--- config.mk ---
export PLATFORM = sky130hd
export DESIGN_NAME = flattening_buffer
export DESIGN_NICKNAME = d
export VERILOG_FILES = /design/src/rtl/flattening_buffer.sv
export SDC_FILE = /design/constraint.sdc
export NUM_CORES = 1
export LEC_CHECK = 0
export CORE_ASPECT_RATIO = 0.6
export CORE_MARGIN = 2
export CORE_UTILIZATION = 30
export CTS_CLUSTER_DIAMETER = 50
export DETAILED_ROUTE_END_ITERATION = 16
export PLACE_DENSITY_LB_ADDON = 0.1
export SYNTH_ARGS = -nofsm -noshare
export SYNTH_HDL_FRONTEND = slang
export SYNTH_SLANG_ARGS = --single-unit
--- constraint.sdc ---
create_clock -name clk -period 2.5 [get_ports clk]
set_input_delay 0.25 -clock clk [delete_from_list [all_inputs] [get_ports clk]]
set_output_delay 0.25 -clock clk [all_outputs]
set_load 0.02 [all_outputs]
--- src/rtl/flattening_buffer.sv ---
// flattening_buffer: ping-pong packer of per-lane serial pixels into one flat frame
module flattening_buffer #(
  parameter int BitSize     = 2,
  parameter int ImageSize   = 9,
  parameter int NumChannels = 4,
  parameter int Delay       = 0,
  parameter int NumFrames   = 1
) (
  input  logic                                          clk,
  input  logic                                          res,
  input  logic                                          in_valid,
  output logic                                          in_ready,
  input  logic [NumChannels-1:0][BitSize-1:0]           in_data,
  output logic                                          out_valid,
  input  logic                                          out_ready,
  output logic [NumChannels*ImageSize-1:0][BitSize-1:0] out_data,
  output logic                                          out_done
);
  localparam int FlatSize = NumChannels * ImageSize;
  localparam int IdxW = FlatSize > 1 ? $clog2(FlatSize) : 1;
  localparam int CntW = $clog2(ImageSize + 1);
  localparam int FrmW = $clog2(NumFrames + 1);
  logic [FlatSize-1:0][BitSize-1:0] bank [2];
  logic [1:0] full;
  logic wr_sel, rd_sel, skipping, accept, fill, last, hs;
  logic [CntW-1:0] wr_cnt;
  logic [FrmW-1:0] frame_cnt;
  assign in_ready = !res && !(&full);
  assign accept = in_valid && in_ready;
  assign fill = accept && !skipping;
  assign last = fill && wr_cnt == CntW'(ImageSize - 1);
  assign hs = out_valid && out_ready;
  assign out_data = out_valid ? bank[rd_sel] : '0;
  if (Delay > 0) begin : g_skip
    localparam int SkW = $clog2(Delay + 1);
    logic [SkW-1:0] skip_cnt;
    // drop the first Delay accepted beats after reset to absorb upstream pipeline fill
    always_ff @(posedge clk or posedge res)
      if (res) skip_cnt <= SkW'(Delay);
      else if (accept && skip_cnt != '0) skip_cnt <= skip_cnt - 1'b1;
    assign skipping = skip_cnt != '0;
  end else begin : g_noskip
    assign skipping = 1'b0;
  end
  // pixel k of lane c lands at the top of its slice, counting downward
  always_ff @(posedge clk)
    if (fill)
      for (int c = 0; c < NumChannels; c++)
        bank[wr_sel][IdxW'(c * ImageSize + ImageSize - 1 - int'(wr_cnt))] <= in_data[c];
  // bank occupancy, pointers and frame counting; out_valid looks past a draining bank so full banks go back to back
  always_ff @(posedge clk or posedge res)
    if (res) begin
      full      <= '0;
      wr_sel    <= 1'b0;
      rd_sel    <= 1'b0;
      wr_cnt    <= '0;
      out_valid <= 1'b0;
      frame_cnt <= '0;
      out_done  <= 1'b0;
    end else begin
      if (fill) wr_cnt <= last ? '0 : wr_cnt + 1'b1;
      if (last) wr_sel <= !wr_sel;
      if (last) full[wr_sel] <= 1'b1;
      if (hs) full[rd_sel] <= 1'b0;
      if (hs) rd_sel <= !rd_sel;
      out_valid <= hs ? full[!rd_sel] : full[rd_sel];
      if (hs && frame_cnt != FrmW'(NumFrames)) frame_cnt <= frame_cnt + 1'b1;
      out_done <= hs && frame_cnt == FrmW'(NumFrames - 1);
    end
endmodule
After elaboration in Yosys (flattened, before gate mapping)
Memory sizes are Yosys's and may differ from the RTL's.
Cells that the tools add are included.
- $add $sub $neg: 6
- order comparisons: 13
- equality and inequality tests: 1
- multiplexer cells: 242
- bitwise gates (word level): 220
- reduce and logical (&&, ||, !) cells: 16
- operators by type and width (kind ; count):
    $mux W72 ; 5
    $mux W1 ; 224
    $or A1 B1 Y1 ; 216
    $demux W2 S6 ; 4
    $lt A6 B8 Y1 const B ; 3
    $ge A6 B1 Y1 const B ; 3
    $mux W2 ; 6
    $sub A5 B4 Y6 const A ; 2
    $logic_and A1 B1 Y1 ; 11
    $lt A5 B8 Y1 const B ; 1
    $lt A1 B2 Y1 const B ; 3
    $sub A6 B4 Y6 const A ; 1
    $ge A5 B1 Y1 const B ; 1
    $sub A4 B4 Y5 const A ; 1
    $add A4 B1 Y4 const B ; 1
    $eq A4 B4 Y1 const B ; 1
    $logic_not A1 Y1 ; 4
    $mux W4 ; 1
    $and A2 B2 Y2 ; 1
    $demux W1 S1 ; 2
    $ge A1 B1 Y1 const B ; 2
    $not A2 Y2 ; 1
    $or A2 B2 Y2 ; 1
    $reduce_and A2 Y1 ; 1
    2 further kinds ; 2
- register bits after elaboration: 11
- RAM bits: 144
- bits of input ports: 12
- output and inout bits: 75
- word-level logic and storage cells: 506
- memories kept: 1
- memory list (name ; words ; width ; read ports ; clocked after memory_dff ; write ports ; line ; text):
    bank ; 2 ; 72 ; 1 ; 0 ; 1 ; 23 ; logic [FlatSize-1:0][BitSize-1:0] bank [2];

Longest topological paths before layout
- depth in word-level cells: 9
- mapped depth: 10
- gate-level depth less buffers: 7

Worst setup path before layout
No wires, ideal clock.
- kind: reg-to-reg
- start: reg wr_cnt[2]
- end: mem bank[0][18] (netlist name), data pin
- library setup time: 262 ps
- arrival: 2339 ps
- required time: 2238 ps
- slack: -101 ps
- cell stages (with the launch flop): 10
- buffers on the path: 2
- clock period less this slack: 2601 ps
- cell sequence: dfrtp_1 -> buf_4 -> inv_1 -> ha_1 -> buf_4 -> xor2_2 -> or3_1 -> nor2_2 -> mux2_1 -> mux2_2
- longest elaborated chain between the ends: 9
- elaborated cells between the ends (all ways): 24
- classes of those cells: 3 x add/sub; 6 x order compare; 12 x mux; 3 x reduce/logical
- ends and longest elaborated chain (item ; line ; text):
    start, declared ; 26 ; logic [CntW-1:0] wr_cnt;
    start signal, assigned ; 61 ; if (fill) wr_cnt <= last ? '0 : wr_cnt + 1'b1;
    $sub A5 B4 Y6 ; 49 ; bank[wr_sel][IdxW'(c * ImageSize + ImageSize - 1 - int'(wr_cnt))] <= in_data[c];
    $lt A6 B8 Y1 (not written as such) / $ge A6 B1 Y1 (equally long branches) ; 49 ;
    $logic_and A1 B1 Y1 (not written as such) ; 49 ;
    $mux W2 (not written as such) ; 49 ;
    $demux W2 S6 ; 49 ;
    $mux W72 (not written as such) ; 49 ;
    $mux W1 (no line) (2 in series) ; n/a ;
    $mux W1 (no line) (*) ; n/a ;
    end, declared ; 23 ;
Every way passes the cells marked *; elsewhere a longest branch is shown, timed or not.

==> impl_metrics.yaml <==
synthesis:
  muxShareOfSynthArea_pct: 12.0
  synth-adder-area-share_pct: 1.95
  synth-simple-area-share_pct: 18.5
  synth_flop_cell: "edfxtp_1"
  synth-xor-area-share_pct: 0.837
  synthArstFlopShare_pct: 7.10
  synth_cells: 849
  netlist_top_cells_area: "edfxtp_1 48%, mux2i_1 11%, nor2b_1 5.5%"
  synth_area_um2: 8970
  ys_seq_area_share_pct: 51.3
  synth_top_area_share_pct: 48.2
  synth_top_family_by_area: "simple AND/OR/NAND/NOR gates"
  avgSynthCellArea_um2: 10.6
  yosys.cell_types.count: 56
  synth_area_leader_cell: "edfxtp_1"
  yosysWarnings: 0
  synth-edff-count: 144
  synth_compound_area_share_pct: 11.5
  synth-seq-cells: 155
final_layout:
  final_area_um2: 11600
  fillCellCount: 2888
  diodes: 0
  seq_area_um2: 4610
  syn_to_final_growth_pct: 29.3
  multi_input_area_um2: 4130
  final_layout_size_suffix_gt1_share_pct: 16.8
  fin_cells: 1411
  nets: 1024
pwr:
  vdd_ir_drop_max_v: 0.000528
  p_total_w: 0.0113
  p_leak_nw: 4.27
  powerDensity_nw_per_um2: 976
drt:
  vias_per_cell: 4.94
  wl_per_cell_um: 18.9
  drc: 0
  antenna_left: 0
  dr.pass1.iters: 5
  routed_wl_mm: 26.7
  num_vias: 6973
  drt-initial-drc-count: 656
clock_tree:
  root_buffer: "clkbuf_16"
  cts_buffer_depth: 2
  clock-sinks: 155
  cts_tree: "done"
  cts_buffers: 17
  htree_levels: 4
  clk_latency_ns: 0.45
  clkTransAtPathRegs_ns: 0.07
critical_path:
  critical_path_class: "reg2out"
  cp_slowest_cell: "dfrtp_4"
  path_cells: "buf_12 -> mux2i_1 -> nor2b_1 -> clkdlybuf4s50_1"
  cp.required_ns: 2.25
  cp-end-kind: "output pin"
  critPathArrivalTime_ns: 2.16
  critical_path_buf_inv_count: 2
  crit_family: "buffers and inverters"
  worstPathMaxFanout: 8
  startpoint_type: "flop"
  critPathMaxStageDelay_ns: 0.55
global_route:
  grt_max_degree: 41
  grt_first_pass_wirelength_mm: 41.1
  grt_pass1_vias: 6758
  grt_overflow: 0
  grt_antenna_before_repair: 0
  grt_use_total_pct: 17.9
sta:
  slew_headroom_pct: 48.7
  final-max-slew-violation-count: 0
  setup_violations: 0
  hold_viol_final: 0
  skew_ns: 0.0101
  max_freq_mhz: 414
  period_needed_ns: 2.41
  finalCritPeriodShare_pct: 96.6
  worst_pin_slew_ns: 0.767
floorplan:
  core-area_um2: 29100
  dieHeight_um: 138
  die-area_um2: 31400
  initial_utilization_pct: 30.9
  die_x_um: 227
  rows: 48
  io_pins: 87
placement:
  portBuffers: 86
  place.gp.congestion: 0.857
  place_area_um2: 10900
  dpl.hpwl_mm: 19.9
  placed_cells: 1377
run_status:
  status: "finished, final reports clean"
hold_path:
  hold_class: "in2async"
run:
  max_cap_violations: 0
==> power by group <==
part / total (W) / internal [W] / switching, W
Combinational: 0.00530 / 0.00214 / 0.00316
Clock: 0.00269 / 0.00164 / 0.00105
Sequential: 0.00333 / 0.00319 / 0.000138
==> final cells by class <==
type / instances / area share, %
clock buffers: 23 / 4.12
clock inverters: 9 / 1.05
inverters: 7 / 0.227
multi-input cells: 630 / 35.6
flip-flops and latches: 155 / 39.7
well taps: 400 / 4.32
repair buffers: 187 / 15.0
==> sequential cells by signal (all words and copies together), names as in the netlist <==
| signal | count |
|---|---|
| out_valid | 1 |
| full | 2 |
| rd_sel | 1 |
| out_done | 1 |
| wr_sel | 1 |
| wr_cnt | 4 |
| bank | 144 |
| frame_cnt | 1 |
==> timing repair <==
item                       CTS  global route
hold buffers                 0             0
cloned                       0             0
hold endpoints to repair     0             0
buffers inserted             2             0
setup endpoints to repair   30           181
resized for setup            0            21
==> per-layer routing <==
layer	global-route usage [%]	up-vias	part of all wire [%]
li1	-	3389	-
met1	28.6	3349	55
met2	23.1	215	38
met3	4.51	20	6.2
met4	4.36	0	0.96
met5	0	-	0
==> final timing paths <==
path	from	depth (start not counted)	end	slack (ns)
min reg2reg	frame_cnt	1	out_done	0.43
min	res	2	wr_cnt[2]	0.23
min in group clk	frame_cnt	1	out_done	0.43
max reg2reg	wr_cnt[1]	8	bank[0][10]	0.11
max	rd_sel	4	out_data[19]	0.09
max in group asynchronous	res	2	rd_sel	1.90
==> cells by family after synthesis <==
| family | count (synthesis) |
|---|---|
| AND/OR/NAND/NOR | 330 |
| flip-flops | 155 |
| multiplexers | 107 |
| AO/OA/AOI/OAI | 157 |
| adder cells (fa/ha/maj) | 14 |
| XOR/XNOR | 6 |
| buffers and inverters | 79 |
| other | 1 |
==> Yosys cell counts (5+ instances only) <==
library cell,n
dfrtp_1,11
nor3_1,7
mux2i_1,102
or3_1,6
a21oi_1,12
edfxtp_1,144
nor2b_1,79
nand4_1,9
and2_1,23
a31oi_1,71
o21ai_0,31
inv_1,5
a211oi_1,7
nand3_1,18
clkbuf_1,45
o221ai_1,7
buf_2,19
nand2_1,53
ha_1,14
o21ai_1,7
nor2_1,109
and3_1,5
==> cells in the final DEF, fill, tap and decap left out, types with 7 or more instances in the layout <==
cell	netlist	routed
a211oi_1	7	7
a21oi_1	12	10
a31oi_1	71	70
and2_1	23	23
buf_12	0	8
buf_4	4	93
clkbuf_16	0	17
clkdlybuf4s50_1	0	79
conb_1	1	16
dfrtp_1	11	7
dlymetal6s2s_1	0	7
edfxtp_1	144	144
ha_1	14	12
mux2i_1	102	101
nand2_1	53	53
nand3_1	18	18
nand4_1	9	9
nor2_1	109	108
nor2b_1	79	79
nor3_1	7	7
o21ai_0	31	30
o21ai_1	7	7
o221ai_1	7	7
==> metrics by stage <==
step | hold slack [ns] | setup slack, ns | util, % | TNS (ns)
CTS | 0.214 | 0.00655 | 39.7 | 0
global route | 0.276 | -0.00199 | 39.9 | -0.00386
floorplan | 0.102 | 0.0241 | - | 0
detailed placement | 0.404 | 0.0235 | 37.5 | 0
global placement | 0.417 | 0.0448 | 37.5 | 0
finish | 0.230 | 0.0856 | 39.9 | 0
(Power assumes the default switching activity.)
